**config.mk**
```make
export PLATFORM = sky130hd
export DESIGN_NAME = dtree_feature_sequencer
export DESIGN_NICKNAME = d
export VERILOG_FILES = /design/src/rtl/dtree_pkg.sv /design/src/rtl/dtree_sat_counter.sv /design/src/rtl/dtree_feature_sequencer.sv
export SDC_FILE = /design/constraint.sdc
export NUM_CORES = 1
export LEC_CHECK = 0
export ABC_CLOCK_PERIOD_IN_PS = 2350
export CAP_MARGIN = 25
export CORE_UTILIZATION = 48
export CTS_BUF_LIST = sky130_fd_sc_hd__clkbuf_4 sky130_fd_sc_hd__clkbuf_8
export CTS_CLUSTER_DIAMETER = 50
export DETAILED_ROUTE_END_ITERATION = 6
export PLACE_DENSITY = 0.77
export SYNTH_ARGS = -nofsm -noshare
export SYNTH_HDL_FRONTEND = slang
export SYNTH_HIERARCHICAL = 1
export SYNTH_SLANG_ARGS = --single-unit
```
**constraint.sdc**
```tcl
create_clock -name clk -period 2.35 [get_ports clk]
set_clock_uncertainty 0.15 [all_clocks]
set_input_delay 0.705 -clock clk [delete_from_list [all_inputs] [get_ports clk]]
set_output_delay 0.705 -clock clk [all_outputs]
set_load 0.05 [all_outputs]
```
**src/rtl/dtree_pkg.sv**
```systemverilog
// Shared types and helpers for the decision-tree feature sequencer.
// Holds the sequencer state encoding, default widths and the saturating increment.
package dtree_pkg;

  typedef enum logic [1:0] {LOAD, LABEL, SETTLE, RESULT} state_t;

  localparam int DEF_FEAT_W       = 8;
  localparam int DEF_NUM_FEATURES = 5;
  localparam int SAT_MAX_W        = 32;

  // Increment v unless it already holds the all-ones value of a w-bit counter.
  function automatic logic [SAT_MAX_W-1:0] sat_inc(input logic [SAT_MAX_W-1:0] v, input int w);
    logic [SAT_MAX_W-1:0] lim;
    lim = {SAT_MAX_W{1'b1}} >> (SAT_MAX_W - w);
    return (v == lim) ? v : v + SAT_MAX_W'(1);
  endfunction

endpackage

```
**src/rtl/dtree_sat_counter.sv**
```systemverilog
// Saturating statistics counter; clear beats increment on the same cycle.
// One-cycle update, never wraps past all-ones.
module sat_counter
  import dtree_pkg::*;
#(
  parameter int CNT_W = 16
) (
  input  logic             clk,
  input  logic             rst,
  input  logic             inc,
  input  logic             clr,
  output logic [CNT_W-1:0] cnt
);

  always_ff @(posedge clk or posedge rst) begin
    if (rst) begin
      cnt <= '0;
    end else if (clr) begin
      cnt <= '0;
    end else if (inc) begin
      cnt <= CNT_W'(sat_inc(SAT_MAX_W'(cnt), CNT_W));
    end
  end

endmodule

```
**src/rtl/dtree_feature_sequencer.sv**
```systemverilog
// Byte-stream front end and result back end for a combinational decision tree.
// Result valid SETTLE_CYCLES+1 after the last byte; input stalls until the result is taken.
module dtree_feature_sequencer
  import dtree_pkg::*;
#(
  parameter int NUM_FEATURES  = DEF_NUM_FEATURES,
  parameter int FEAT_W        = DEF_FEAT_W,
  parameter int CLASS_W       = 1,
  parameter int SETTLE_CYCLES = 2,
  parameter int HAS_LABEL     = 1,
  parameter int CNT_W         = 16
) (
  input  logic                           clk,
  input  logic                           rst,
  input  logic                           in_valid,
  input  logic [FEAT_W-1:0]              in_data,
  output logic                           in_ready,
  output logic [NUM_FEATURES*FEAT_W-1:0] feat_bus,
  input  logic [CLASS_W-1:0]             tree_class,
  output logic                           res_valid,
  output logic [CLASS_W-1:0]             res_class,
  output logic                           res_correct,
  input  logic                           res_ready,
  input  logic                           clr_stats,
  output logic [CNT_W-1:0]               sample_cnt,
  output logic [CNT_W-1:0]               correct_cnt
);

  localparam int IDX_W = (NUM_FEATURES > 1) ? $clog2(NUM_FEATURES) : 1;

  state_t                         state, state_nxt;
  logic [IDX_W-1:0]               idx;
  logic [NUM_FEATURES*FEAT_W-1:0] feat_q;
  logic [CLASS_W-1:0]             label_q;
  logic [3:0]                     settle_cnt;
  logic                           accept;
  logic                           last_feat;
  logic                           capture;
  logic                           is_match;

  assign accept    = in_valid && in_ready;
  assign last_feat = (idx == IDX_W'(NUM_FEATURES - 1));
  assign capture   = (state == SETTLE) && (settle_cnt == 4'd0);
  assign is_match  = (HAS_LABEL != 0) && (tree_class == label_q);
  assign feat_bus  = feat_q;

  always_comb begin
    state_nxt = state;
    in_ready  = 1'b0;
    res_valid = 1'b0;
    case (state)
      LOAD: begin
        in_ready = 1'b1;
        if (accept && last_feat) state_nxt = (HAS_LABEL != 0) ? LABEL : SETTLE;
      end
      LABEL: begin
        in_ready = 1'b1;
        if (accept) state_nxt = SETTLE;
      end
      SETTLE: begin
        if (settle_cnt == 4'd0) state_nxt = RESULT;
      end
      RESULT: begin
        res_valid = 1'b1;
        if (res_ready) state_nxt = LOAD;
      end
      default: state_nxt = LOAD;
    endcase
  end

  always_ff @(posedge clk or posedge rst) begin
    if (rst) begin
      state       <= LOAD;
      idx         <= '0;
      feat_q      <= '0;
      label_q     <= '0;
      settle_cnt  <= '0;
      res_class   <= '0;
      res_correct <= 1'b0;
    end else begin
      state <= state_nxt;
      if (state == LOAD && accept) begin
        feat_q[int'(idx)*FEAT_W +: FEAT_W] <= in_data;
        idx <= last_feat ? '0 : idx + IDX_W'(1);
      end
      if (state == LABEL && accept) label_q <= in_data[CLASS_W-1:0];
      // Counter is loaded on entry so SETTLE lasts exactly SETTLE_CYCLES cycles.
      if (state != SETTLE && state_nxt == SETTLE) begin
        settle_cnt <= 4'(SETTLE_CYCLES - 1);
      end else if (state == SETTLE && settle_cnt != 4'd0) begin
        settle_cnt <= settle_cnt - 4'd1;
      end
      if (capture) begin
        res_class   <= tree_class;
        res_correct <= is_match;
      end
    end
  end

  sat_counter #(.CNT_W(CNT_W)) u_sample_cnt (
    .clk (clk),
    .rst (rst),
    .inc (capture),
    .clr (clr_stats),
    .cnt (sample_cnt)
  );

  sat_counter #(.CNT_W(CNT_W)) u_correct_cnt (
    .clk (clk),
    .rst (rst),
    .inc (capture && is_match),
    .clr (clr_stats),
    .cnt (correct_cnt)
  );

endmodule
```
Word-level counts from Yosys, hierarchy flattened
Index checks and enable logic that the tools add are counted.
{ "totals": {"register_bits": 84, "input_bits": 14, "out_inout_bits": 76, "wordCells": 61} }
{ "op_classes": {"addsub": 5, "n_eq_ne": 11, "shifts": 2, "n_mux": 17, "reduce_logical": 17} }
{ "ops": {"columns": ["op", "n"], "rows": [
  ["$mux 16", 6],
  ["$bwmux 40", 1],
  ["$shift 8x33->40 const A", 1],
  ["$shiftx 8x33->40", 1],
  ["$neg 6->33", 1],
  ["$add 16x1->16 const B", 2],
  ["$eq 16x16->1 const B", 2],
  ["$logic_and 1x1->1", 8],
  ["$mux 2", 4],
  ["$mux 4", 2],
  ["$pmux 2 s4", 1],
  ["$eq 2x2->1 const B", 3],
  ["$ne 2x2->1 const B", 3],
  ["$reduce_bool 2->1", 3],
  ["$logic_not 4->1", 1],
  ["$reduce_and 2->1", 2],
  ["$reduce_bool 4->1", 1],
  ["$sub 4x1->4 const B", 1],
  ["$add 3x1->3 const B", 1],
  ["$eq 3x3->1 const B", 1],
  ["$mux 3", 1],
  ["$eq 2x1->1 const B", 1],
  ["$logic_not 2->1", 1],
  ["$mux 1", 2],
  ["2 further kinds", 2]
]} }

Logic depth before layout (Yosys ltp)
Gate-level depths: netlist of the first run.
{ "depth": {"ltp_word": 10, "ltp_mapped": 10, "mapped_depth_nobuf": 9} }

Modules after synthesis
Netlist of the first run, hierarchy kept.
{ "modules_own_cells": {"columns": ["module", "n_inst", "cells_each", "area_per_inst_um2", "seq_area_each_um2"], "rows": [
  ["dtree_feature_sequencer", 1, 205, 2428.6, 1301.2],
  ["sat_counter", 2, 91, 925.9, 400.4]
]} }

Worst setup path after synthesis of the first run
Ideal clock, no wire load.
{ "synth_path": {"path_type": "flip-flop to flip-flop", "start": "register idx[0]", "end": "register feat_q[23], in the netlist feat_bus[23]", "t_arrival_ps": 2226, "required_ps": 2075, "path_slack_ps": -150, "path_stages_with_launch": 9, "n_path_buf": 2, "period_less_slack_ps": 2500, "cell_sequence": "dfrtp_1 buf_4 inv_1 ha_1 ha_1 and4bb_2 and3_1 clkbuf_1 mux2_2"} }
{ "synth_via": {"elab_chain_len": 3} }
{ "synth_lines": {"columns": ["element", "line", "source"], "rows": [
  ["from (decl)", "dtree_feature_sequencer.sv:32", "logic [IDX_W-1:0] idx;"],
  ["from (signal assigned)", "dtree_feature_sequencer.sv:84", "idx <= last_feat ? '0 : idx + IDX_W'(1);"],
  ["$neg 6->33 *", "dtree_feature_sequencer.sv:83", "feat_q[int'(idx)*FEAT_W +: FEAT_W] <= in_data;"],
  ["$shiftx 8x33->40 or $shift 8x33->40 (tied branches)", "dtree_feature_sequencer.sv:83", null],
  ["$bwmux 40 *", "dtree_feature_sequencer.sv:83", null],
  ["to (signal, indexed assignment)", "dtree_feature_sequencer.sv:83", null],
  ["to (decl)", "dtree_feature_sequencer.sv:33", "logic [NUM_FEATURES*FEAT_W-1:0] feat_q;"]
]} }
Mark *: on every way between the ends. The rest lies on a longest branch, timed or not.
A chain may end at the register's enable or synchronous reset.

Worst setup path in the final report of the first run
{ "layout_path": {"start": "register settle_cnt[1]", "end": "register u_sample_cnt.cnt[8]"} }
{ "layout_via": {"elab_chain_len": 4} }
{ "layout_lines": {"columns": ["element", "line", "source"], "rows": [
  ["from (decl)", "dtree_feature_sequencer.sv:35", "logic [3:0] settle_cnt;"],
  ["from (signal assigned)", "dtree_feature_sequencer.sv:89", "settle_cnt <= 4'(SETTLE_CYCLES - 1);"],
  ["from (signal assigned)", "dtree_feature_sequencer.sv:91", "settle_cnt <= settle_cnt - 4'd1;"],
  ["$logic_not 4->1", "dtree_feature_sequencer.sv:43", "assign capture = (state == SETTLE) && (settle_cnt == 4'd0);"],
  ["$logic_and 1x1->1", "dtree_feature_sequencer.sv:43", null],
  ["via capture", "dtree_feature_sequencer.sv:38", "logic capture;"],
  ["$reduce_bool 2->1 (no source line)", null, null],
  ["$reduce_and 2->1 (no source line)", null, null],
  ["to (signal assigned)", "dtree_sat_counter.sv:21", "cnt <= CNT_W'(sat_inc(SAT_MAX_W'(cnt), CNT_W));"],
  ["to (decl)", "dtree_sat_counter.sv:12", "output logic [CNT_W-1:0] cnt"]
]} }
The timed path passes the listed nets, and every way through them passes these cells.

==> results of run 1 <==
-- Yosys cell counts (3+ instances only) --
library cell	instances	area, sq um
xor2_1	3	26.3
nand2_1	26	97.6
and4b_1	3	30.0
mux2_4	8	120
ha_1	10	125
or4_1	8	60.1
and3_1	3	18.8
nand4_4	4	85.1
nor2b_1	5	31.3
inv_1	27	101
nor3_1	15	75.1
o31ai_1	12	90.1
a31oi_1	3	18.8
and2_1	5	31.3
a21oi_1	22	110
dfrtp_1	84	2100
buf_1	3	11.3
clkbuf_1	7	26.3
nand3_1	14	70.1
a22o_1	8	70.1
nand2b_1	7	43.8
nor2_1	15	56.3
o21ai_0	8	40.0
or3_1	8	50.1
mux2i_1	18	180
mux2_2	13	146
-- power by group --
group | internal [uW] | switching, uW
Clock | 429 | 516
Combinational | 1120 | 2000
Sequential | 1850 | 269
-- what timing repair did --
| item | 4_1_cts | 5_1_grt |
|---|---|---|
| setup endpoints to repair | 29 | 17 |
| buffers inserted | 0 | 2 |
| gates resized for setup | 22 | 7 |
| pin swaps | 3 | 2 |
| cloned | 0 | 0 |
-- area by class of cell --
cell class	instances	area [sq um]	area share [%]
flip-flops and latches	84	2100	37.7
multi-input cells	261	2090	37.4
repair buffers	118	973	17.4
clock buffers	11	145	2.60
well taps	108	135	2.42
inverters	27	101	1.82
clock inverters	5	36.3	0.650
-- stage by stage --
step | total power [uW] | setup slack, ps | hold WS, ps
global route | 6550 | 7.13 | 379
floorplan | 4310 | 3.74 | 350
finish | 6190 | 115 | 354
detailed placement | 5320 | -451 | 336
global placement | 5250 | -409 | 335
CTS | 6210 | 14.0 | 361
-- flip-flops by register name, indices dropped and copies added, names as in the netlist --
| name | cells |
|---|---|
| feat_bus | 40 |
| idx | 3 |
| label_q | 1 |
| res_class | 1 |
| res_correct | 1 |
| settle_cnt | 4 |
| state | 2 |
| u_correct_cnt/cnt | 16 |
| u_sample_cnt/cnt | 16 |
-- per-layer routing --
metal / global-route usage (%) / vias to the layer above / share of wire (%)
met3: 5.16 / 10 / 5.5
met2: 35.5 / 87 / 48
met5: 0 / - / 0
met4: 7.35 / 0 / 1.2
li1: - / 1648 / -
met1: 27.3 / 1651 / 45
-- kinds of logic after synthesis --
logic type,count (synthesis),synth area share [%]
compound gates,62,9.85
xor+xnor,3,0.614
fa+ha+maj,10,2.92
buf+inv,42,4.03
flops,84,49.1
mux,39,10.4
simple gates,147,23.0
-- worst max-delay path, delay by kind of cell, from the launching register on --
kind	cells	cell delay, ps
AO/OA/AOI/OAI	1	160
adder cells (fa/ha/maj)	1	150
buffers and inverters	3	340
flip-flops	1	400
AND/OR/NAND/NOR	5	980
-- worst max path at each step --
stage                         startpoint                           endpoint  slack [ps]  cells after the start
2_1_floorplan         idx[0]$_DFFE_PP0P_            feat_bus[0]$_DFFE_PP0P_           4                      7
3_3_place_gp                  tree_class   u_correct_cnt/cnt[9]$_DFFE_PP0P_        -410                      8
3_5_place_dp                  tree_class  u_correct_cnt/cnt[12]$_DFFE_PP0P_        -450                      8
4_1_cts                       tree_class   u_correct_cnt/cnt[8]$_DFFE_PP0P_          10                      9
5_1_grt        settle_cnt[1]$_DFFE_PP0P_    u_sample_cnt/cnt[8]$_DFFE_PP0P_           7                     10
6_report       settle_cnt[1]$_DFFE_PP0P_    u_sample_cnt/cnt[8]$_DFFE_PP0P_         110                     10
==> metrics.yaml, run 1 <==
timing:
  rsz0062_at_grt: "no"
  relSlewSlack_pct: 66.8
  max_freq_mhz: 447
  drv_slew: 0
  period_minus_slack_ps: 2240
  finalHoldViolCount: 0
  setup-violations-final: 0
  fin_setup_tns_ps: 0
  worst_slew_pin_slew_ps: 491
  min_period_over_period_pct: 95.1
critical_path:
  reg2regPathDepth: 10
  worst_path_max_delay_cell: "dfrtp_1"
  endpoint_kind: "flop"
  worstPathCellList: "inv_2, ha_4, nor4bb_4, nand2b_1, inv_2, and2_1, nand2b_1, buf_4, or4_1, a21oi_1"
  r2r_slack_ps: 110
  r2r-start: "settle_cnt[1]$_DFFE_PP0P_"
  crit_required_ps: 2490
  cp.arrival_ps: 2370
  cp_max_fo: 7
  reg2reg_to: "u_sample_cnt/cnt[8]$_DFFE_PP0P_"
  crit_type: "reg2reg"
  critical-path-max-stage-delay_ps: 400
  cp-start-kind: "flop"
finish:
  antenna_cells: 0
  final_cell_mix: "buf_4 (89), dfrtp_1 (84), nand2_1 (26)"
  nets: 525
  layout.cells.non_filler: 614
  area_delta_synth_final_pct: 30.4
  nFillCells: 721
  final_common_cell: "buf_4"
  drive_gt1_share_pct: 33.0
  final_cell_area_sq_mm: 0.00558
  fin_util_pct: 64.3
floorplan:
  dieArea_sq_mm: 0.00930
  io_pins: 90
  coreArea_sq_mm: 0.00868
  initial_core_util_pct: 49.3
  std_cell_rows: 34
  dieHeight_um: 96.4
  die_w_um: 96.4
min_path:
  min_path_cells: 1
  worstHoldEndpoint: "feat_bus[29]$_DFFE_PP0P_"
  min_path_type: "reg2reg"
  hp-start: "feat_bus[29]$_DFFE_PP0P_"
run_status:
  status: "completed"
cts:
  clockBufferDepth: 2
  cts_tree: "done"
  cts_htree_levels: 3
  root_buffer: "clkbuf_8"
  clock_sinks: 84
  path_clk_slew_ps: 90
  numCtsBuffers: 9
  hold_buffers: 0
  worstSkewPairLatency_ps: 350
place:
  place.port_buffers: 89
  dp_hpwl_um: 6880
  gp_congestion: 0.817
  dp.cells: 596
  post_dp_cell_area_sq_mm: 0.00535
synthesis:
  yosysSeqAreaShare_pct: 49.1
  syn_area_sq_mm: 0.00428
  ys_ff_latch: 84
  synth-edff-count: 0
  syn_inst: 387
  syn_avg_cell_area_sq_um: 11.1
  synth_nets: 411
  synthArstFlopShare_pct: 100
  synthFlopType: "dfrtp_1"
  netlist-cell-type-count: 58
  yosysWarnings: 6
detailed_routing:
  ant_nets: 0
  drt_iter0_drc: 101
  dr.pass1.iters: 4
  routed_wl_um: 9320
  num_vias: 3396
  drc: 0
  via_per_inst: 5.53
  wl_per_cell_um: 15.2
global_route:
  grt_pass1_vias: 3221
  grt_max_degree: 53
  grt_pass1_wl_um: 15200
  globalRoute.totalOverflow: 0
  antenna_found_initial: 0
  grt_usage_pct: 21.3
power:
  power_leakage_uw: 0.00268
  cellPowerDensity_mw_per_mm2: 1110
  peakVddDrop_mv: 0.779
flow_run:
  drv_cap: 0
No activity file was read; power rests on OpenSTA's default activity.
==> inputs of run 2 (changes only) <==
--- a/config.mk
+++ b/config.mk
@@ -5,9 +5,10 @@
 export SDC_FILE = /design/constraint.sdc
 export NUM_CORES = 1
 export LEC_CHECK = 0
+export ABC_AREA = 1
 export ABC_CLOCK_PERIOD_IN_PS = 2350
 export CAP_MARGIN = 25
-export CORE_UTILIZATION = 48
+export CORE_UTILIZATION = 49
 export CTS_BUF_LIST = sky130_fd_sc_hd__clkbuf_4 sky130_fd_sc_hd__clkbuf_8
 export CTS_CLUSTER_DIAMETER = 50
 export DETAILED_ROUTE_END_ITERATION = 6
==> metrics.yaml, run 2 <==
run_status:
  status: "completed"  # unchanged
finish:
  largest_register_ffs: 40  # unchanged
  multiInputGateArea_sq_mm: 0.00229  # was 0.00209 sq mm
  final_cell_mix: "nand2_1 (224), dfrtp_1 (84), buf_4 (81)"  # was buf_4 (89), dfrtp_1 (84), nand2_1 (26)
  layout.cells.non_filler: 870  # was 614
  area_delta_synth_final_pct: 24.6  # was 30.4%
  nFillCells: 814  # was 721
  seqCellArea_sq_mm: 0.00210  # unchanged
  antenna_cells: 0  # unchanged
  nets: 760  # was 525
  fin_util_pct: 63.3  # was 64.3%
  drive_gt1_share_pct: 19.7  # was 33.0%
  final_common_cell: "nand2_1"  # was buf_4
synthesis:
  syn_area_sq_mm: 0.00469  # was 0.00428 sq mm
  synthSimpleGateAreaFrac_pct: 38.7  # was 23.0%
  synthArstFlopShare_pct: 100  # unchanged
  synth.top_cell.area_share_pct: 44.8  # was 49.1%
  synth-xor-area-share_pct: 1.31  # was 0.614%
  synth-adder-area-share_pct: 2.67  # was 2.92%
  synth-edff-count: 0  # unchanged
  synth_compound_area_share_pct: 5.97  # was 9.85%
  synth_common_cells: "nand2_1 (225), dfrtp_1 (84), nand3_1 (72)"  # was dfrtp_1 (84), inv_1 (27), nand2_1 (26)
  synthFlopType: "dfrtp_1"  # unchanged
  synth_top_family_by_area: "simple AND/OR/NAND/NOR gates"  # unchanged
  yosysSeqAreaShare_pct: 44.8  # was 49.1%
  synth_top_area_cell: "dfrtp_1"  # unchanged
  netlist-cell-type-count: 28  # was 58
  syn_avg_cell_area_sq_um: 7.43  # was 11.1 sq um
  syn_inst: 632  # was 387
  yosysWarnings: 6  # unchanged
  ys_ff_latch: 84  # unchanged
  synth_nets: 656  # was 411
  synth_area_leaders: "dfrtp_1 (45%), nand2_1 (18%), nand3_1 (7.7%)"  # was dfrtp_1 (49%), mux2i_1 (4.2%), mux2_2 (3.4%)
  synth.most_common_cell: "nand2_1"  # was dfrtp_1
  synth_mux_area_share_pct: 0  # was 10.4%
critical_path:
  crit_family: "adder cells"  # was simple AND/OR/NAND/NOR gates
  cp-start-kind: "flop"  # unchanged
  r2r-start: "idx[0]$_DFFE_PP0P_"  # was settle_cnt[1]$_DFFE_PP0P_
  reg2regPathDepth: 9  # was 10
  cp_max_fo: 8  # was 7
  endpoint_kind: "flop"  # unchanged
  worstPathCellList: "inv_2, ha_1, ha_2, clkinv_1, nand3_1, nor2_4, buf_4, nand3_1, nand2_1"  # was inv_2, ha_4, nor4bb_4, nand2b_1, inv_2, and2_1, nand2b_1, buf_4, or4_1, a21oi_1
  worst_path_max_delay_cell: "dfrtp_1"  # unchanged
  crit_required_ps: 2450  # was 2490 ps
  cp.arrival_ps: 2310  # was 2370 ps
  cpMostUsedCell: "nand3_1"
  r2r_slack_ps: 150  # was 110 ps
  critical-path-max-stage-delay_ps: 470  # was 400 ps
  reg2reg_to: "feat_bus[0]$_DFFE_PP0P_"  # was u_sample_cnt/cnt[8]$_DFFE_PP0P_
  crit_type: "reg2reg"  # unchanged
  cp_num_buf_inv: 3  # unchanged
cts:
  postCtsSetupBuffers: 0  # unchanged
  hold_buffers: 0  # unchanged
  cts_tree: "done"  # unchanged
  clockBufferDepth: 2  # unchanged
  root_buffer: "clkbuf_8"  # unchanged
  worstSkewPairLatency_ps: 360  # was 350 ps
  numCtsBuffers: 9  # unchanged
  cts_htree_levels: 3  # unchanged
  path_clk_slew_ps: 90  # about the same
  clock_sinks: 84  # unchanged
timing:
  period_minus_slack_ps: 2200  # was 2240 ps
  fin_setup_tns_ps: 0  # unchanged
  whs_ps: 326  # was 354 ps
  relSlewSlack_pct: 66.7  # was 66.8%
  max_freq_mhz: 454  # was 447 MHz
  finalHoldViolCount: 0  # unchanged
  timing.final.ws_setup_ps: 146  # was 115 ps
  worst_slew_pin_slew_ps: 502  # was 491 ps
  rsz0062_at_grt: "no"  # unchanged
  setup-violations-final: 0  # unchanged
  min_period_over_period_pct: 93.8  # was 95.1%
  drv_slew: 0  # unchanged
floorplan:
  dieArea_sq_mm: 0.00998  # was 0.00930 sq mm
  dieHeight_um: 99.9  # was 96.4 um
  coreArea_sq_mm: 0.00924  # was 0.00868 sq mm
  std_cell_rows: 35  # was 34
  io_pins: 90  # unchanged
  initial_core_util_pct: 50.8  # was 49.3%
  die_w_um: 99.9  # was 96.4 um
detailed_routing:
  drt_iter0_drc: 162  # was 101
  wl_per_cell_um: 12.9  # was 15.2 um
  via_per_inst: 5.11  # was 5.53
  num_vias: 4448  # was 3396
  dr.pass1.iters: 4  # unchanged
  routed_wl_um: 11300  # was 9320 um
  drc: 0  # unchanged
  ant_nets: 0  # unchanged
global_route:
  antenna_found_initial: 0  # unchanged
  globalRoute.totalOverflow: 0  # unchanged
  grt_max_degree: 53  # unchanged
  grt_pass1_vias: 4264  # was 3221
  grt_usage_pct: 24.1  # was 21.3%
  grt_pass1_wl_um: 19200  # was 15200 um
min_path:
  hp-start: "feat_bus[7]$_DFFE_PP0P_"  # was feat_bus[29]$_DFFE_PP0P_
  min_path_cells: 2  # was 1
  worstHoldEndpoint: "feat_bus[7]$_DFFE_PP0P_"  # was feat_bus[29]$_DFFE_PP0P_
  min_path_type: "reg2reg"  # unchanged
power:
  cellPowerDensity_mw_per_mm2: 1140  # was 1110 mW/mm^2
  peakVddDrop_mv: 0.788  # was 0.779 mV
  power_leakage_uw: 0.00301  # was 0.00268 uW
place:
  dp.cells: 854  # was 596
  place.port_buffers: 89  # unchanged
  dp_slack_ps: -59.9  # was -451 ps
  dp_hpwl_um: 8380  # was 6880 um
  gp_congestion: 0.908  # was 0.817
flow_run:
  drv_cap: 0  # unchanged
## run 2: cell count changes after synthesis, moves of 13 or more
| cell | previous run | this run |
|---|---|---|
| nand2_1 | 26 | 225 |
| nand3_1 | 14 | 72 |
| nor2_1 | 15 | 59 |
| inv_1 | 27 | 58 |
| mux2i_1 | 18 | 0 |
| a21oi_1 | 22 | 6 |
| mux2_2 | 13 | 0 |
## run 2: cell type report
cell class | count | area share, %
Multi-Input combinational cell | 473 | 39.2
Sequential cell | 84 | 35.9
Tap cell | 129 | 2.76
Timing Repair Buffer | 100 | 13.9
Clock inverter | 7 | 1.71
Inverter | 68 | 4.36
Clock buffer | 9 | 2.12
## run 2: report_power, final
group,leakage (uW),switching (uW),internal (uW)
logic,0.00177,2430,941
registers,0.00113,287,1830
clock network,0.000102,556,603
total,0.00301,3270,3370
## run 2: through the flow
stage	cell area (sq um)	total power [uW]
detailed placement	5620	5490
CTS	5840	6650
global placement	5620	5400
floorplan	4690	4560
finish	5850	6650
global route	5850	7040
## run 2: kinds of logic after synthesis
family	count (synthesis)
AOI/OAI and AO/OA	47
xor gates and xnor gates	7
adders and majority gates	10
buffers and inverters	75
DFF	84
and+or+nand+nor	409
## run 2: worst max-delay path by stage
| stage | from | end | slack [ps] | cells past startpoint |
|---|---|---|---|---|
| final | idx[0]$_DFFE_PP0P_ | feat_bus[0]$_DFFE_PP0P_ | 150 | 9 |
| after global routing | idx[0]$_DFFE_PP0P_ | feat_bus[20]$_DFFE_PP0P_ | 20 | 8 |
| after CTS | idx[0]$_DFFE_PP0P_ | feat_bus[18]$_DFFE_PP0P_ | 50 | 7 |
| after detailed placement | tree_class | u_correct_cnt/cnt[13]$_DFFE_PP0P_ | -60 | 10 |
| after global placement | tree_class | u_correct_cnt/cnt[13]$_DFFE_PP0P_ | -20 | 10 |
| after floorplan | rst | feat_bus[0]$_DFFE_PP0P_ | 240 | 1 |
## run 2: layer usage
| layer | GRT usage [%] | share of wire, % | vias up |
|---|---|---|---|
| met1 | 29.2 | 44 | 2113 |
| met5 | 0 | 0 | - |
| li1 | - | - | 2213 |
| met2 | 42.4 | 49 | 106 |
| met4 | 7.92 | 2.2 | 0 |
| met3 | 5.43 | 4.3 | 16 |
## run 2: repair_timing
| action | CTS | global route |
|---|---|---|
| pin swaps | 0 | 1 |
| endpoints found under the setup margin | 4 | 22 |
| gates resized for setup | 4 | 3 |
## run 2: worst reg2reg max path, stage by stage (launching register included)
cell      delay [ps]
dfrtp_1          470
inv_2            120
ha_1             240
ha_2             450
clkinv_1         160
nand3_1          160
nor2_4            70
buf_4            150
nand3_1           60
nand2_1           60
==> inputs of run 3 (changes only) <==
--- a/config.mk
+++ b/config.mk
@@ -8,11 +8,12 @@
 export ABC_AREA = 1
 export ABC_CLOCK_PERIOD_IN_PS = 2350
 export CAP_MARGIN = 25
-export CORE_UTILIZATION = 49
+export CORE_UTILIZATION = 55
 export CTS_BUF_LIST = sky130_fd_sc_hd__clkbuf_4 sky130_fd_sc_hd__clkbuf_8
 export CTS_CLUSTER_DIAMETER = 50
 export DETAILED_ROUTE_END_ITERATION = 6
-export PLACE_DENSITY = 0.77
+export DONT_BUFFER_PORTS = 1
+export PLACE_DENSITY = 0.71
 export SYNTH_ARGS = -nofsm -noshare
 export SYNTH_HDL_FRONTEND = slang
 export SYNTH_HIERARCHICAL = 1
==> metrics.yaml, run 3 (synthesized netlist as in run 2, its figures left out) <==
critical_path:
  cp-start-kind: "flop"  # unchanged
  cpMostUsedCell: "nand2_1"  # was nand3_1
  crit_family: "adder cells"  # unchanged
  cp.arrival_ps: 2210  # was 2310 ps
  cp_max_fo: 9  # was 8
  endpoint_kind: "flop"  # unchanged
  worst_path_max_delay_cell: "dfrtp_1"  # unchanged
  critical-path-max-stage-delay_ps: 440  # was 470 ps
  worstPathCellList: "inv_2, ha_1, ha_2, nand2_1, nor2_4, nand2_2, nand2_1, nand2_1"  # was inv_2, ha_1, ha_2, clkinv_1, nand3_1, nor2_4, buf_4, nand3_1, nand2_1
  cp_num_buf_inv: 1  # was 3
  crit_required_ps: 2430  # was 2450 ps
  crit_type: "reg2reg"  # unchanged
finish:
  final_cell_mix: "nand2_1 (224), dfrtp_1 (84), nand3_1 (72)"  # was nand2_1 (224), dfrtp_1 (84), buf_4 (81)
  area_delta_synth_final_pct: 11.8  # was 24.6%
  drive_gt1_share_pct: 14.3  # was 19.7%
  antenna_cells: 0  # unchanged
  largest_register_ffs: 40  # unchanged
  final_common_cell: "nand2_1"  # unchanged
  nets: 696  # was 760
timing:
  finalHoldViolCount: 0  # unchanged
  timing.final.ws_setup_ps: 225  # was 146 ps
  setup-violations-final: 0  # unchanged
  max_freq_mhz: 471  # was 454 MHz
  relSlewSlack_pct: 57.6  # was 66.7%
  drv_slew: 0  # unchanged
  period_minus_slack_ps: 2130  # was 2200 ps
  rsz0062_at_grt: "no"  # unchanged
  fin_setup_tns_ps: 0  # unchanged
  worst_slew_pin_slew_ps: 636  # was 502 ps
  min_period_over_period_pct: 90.4  # was 93.8%
floorplan:
  initial_core_util_pct: 56.8  # was 50.8%
  io_pins: 90  # unchanged
  die_w_um: 94.4  # was 99.9 um
  dieHeight_um: 94.4  # was 99.9 um
  dieArea_sq_mm: 0.00891  # was 0.00998 sq mm
  coreArea_sq_mm: 0.00826  # was 0.00924 sq mm
  std_cell_rows: 33  # was 35
cts:
  cts_tree: "done"  # unchanged
  root_buffer: "clkbuf_8"  # unchanged
  worstSkewPairLatency_ps: 340  # was 360 ps
  cts_htree_levels: 3  # unchanged
  hold_buffers: 0  # unchanged
  clock_sinks: 84  # unchanged
  path_clk_slew_ps: 90  # about the same
  numCtsBuffers: 9  # unchanged
  clockBufferDepth: 2  # unchanged
detailed_routing:
  num_vias: 4140  # was 4448
  drc: 0  # unchanged
  wl_per_cell_um: 13.9  # was 12.9 um
  via_per_inst: 5.30  # was 5.11
  drt_iter0_drc: 164  # was 162
  ant_nets: 0  # unchanged
  dr.pass1.iters: 5  # was 4
  routed_wl_um: 10900  # was 11300 um
min_path:
  min_path_type: "in2async"  # was reg2reg
global_route:
  grt_usage_pct: 25.8  # was 24.1%
  grt_pass1_wl_um: 18100  # was 19200 um
  grt_pass1_vias: 3963  # was 4264
  grt_max_degree: 35  # was 53
  globalRoute.totalOverflow: 0  # unchanged
  antenna_found_initial: 0  # unchanged
power:
  peakVddDrop_mv: 0.878  # was 0.788 mV
  power_leakage_uw: 0.00267  # was 0.00301 uW
  cellPowerDensity_mw_per_mm2: 1140  # about the same
place:
  place.port_buffers: 0  # was 89
  gp_congestion: 0.865  # was 0.908
  dp_slack_ps: 156  # was -59.9 ps
  dp_hpwl_um: 8220  # was 8380 um
run_status:
  status: "completed"  # unchanged
flow_run:
  drv_cap: 0  # unchanged
-- run 3: cell types whose count changed in the layout (fill, tap and decap cells not counted), moves of 2 or more --
cell             delta
buf_4              -46
clkdlybuf4s50_1    -13
dlygate4sd2_1       -4
clkinvlp_4          -3
clkinv_2            +2
clkinv_4            +2
-- run 3: final timing paths --
path                                           start                   endpoint  slack, ps  cells past startpoint
min                                              rst    feat_bus[9]$_DFFE_PP0P_         90                      1
min reg2reg                settle_cnt[0]$_DFFE_PP0P_  settle_cnt[0]$_DFFE_PP0P_        360                      2
max reg2reg                       idx[0]$_DFFE_PP0P_   feat_bus[22]$_DFFE_PP0P_        220                      8
max in group asynchronous                        rst    feat_bus[4]$_DFFE_PP0P_       1450                      2
max                               idx[0]$_DFFE_PP0P_   feat_bus[22]$_DFFE_PP0P_        220                      8
min in group clk                          in_data[3]   feat_bus[35]$_DFFE_PP0P_        330                      2
-- run 3: area by class of cell --
class                   count  area (sq um)
well taps                 105           131
multi-input cells         473          2290
fillers                   736          3010
flip-flops and latches     84          2100
inverters                  68           255
repair buffers             36           283
clock inverters             6          66.3
clock buffers               9           124
-- run 3: metal layers --
metal	wire length [um]	vias to the layer above	global-route usage (%)
li1	-	2081	-
met1	4660	1945	31.7
met2	5450	106	45.1
met3	685	8	7.00
met4	89	0	5.90
met5	0	-	0
-- run 3: power by group --
group	internal, uW	switching [uW]	total, uW
Combinational	539	1290	1820
Clock	487	509	996
Sequential	1810	1330	3140
-- run 3: through the flow --
stage / power (uW) / instance area, sq um / hold slack [ps] / cells / util (%)
3_5_place_dp: 4970 / 5050 / 331 / 766 / 61.2
2_1_floorplan: 4560 / 4690 / 315 / 632 / -
4_1_cts: 5980 / 5240 / 78.6 / 781 / 63.5
5_1_grt: 6360 / 5250 / 91.2 / 781 / 63.6
3_3_place_gp: 4890 / 5050 / 332 / 766 / 61.2
6_report: 5960 / 5250 / 87.5 / 781 / 63.6
-- run 3: repair_timing --
item	in CTS	in global routing
gates resized for setup	0	2
buffers inserted	0	0
setup endpoints to repair	0	19
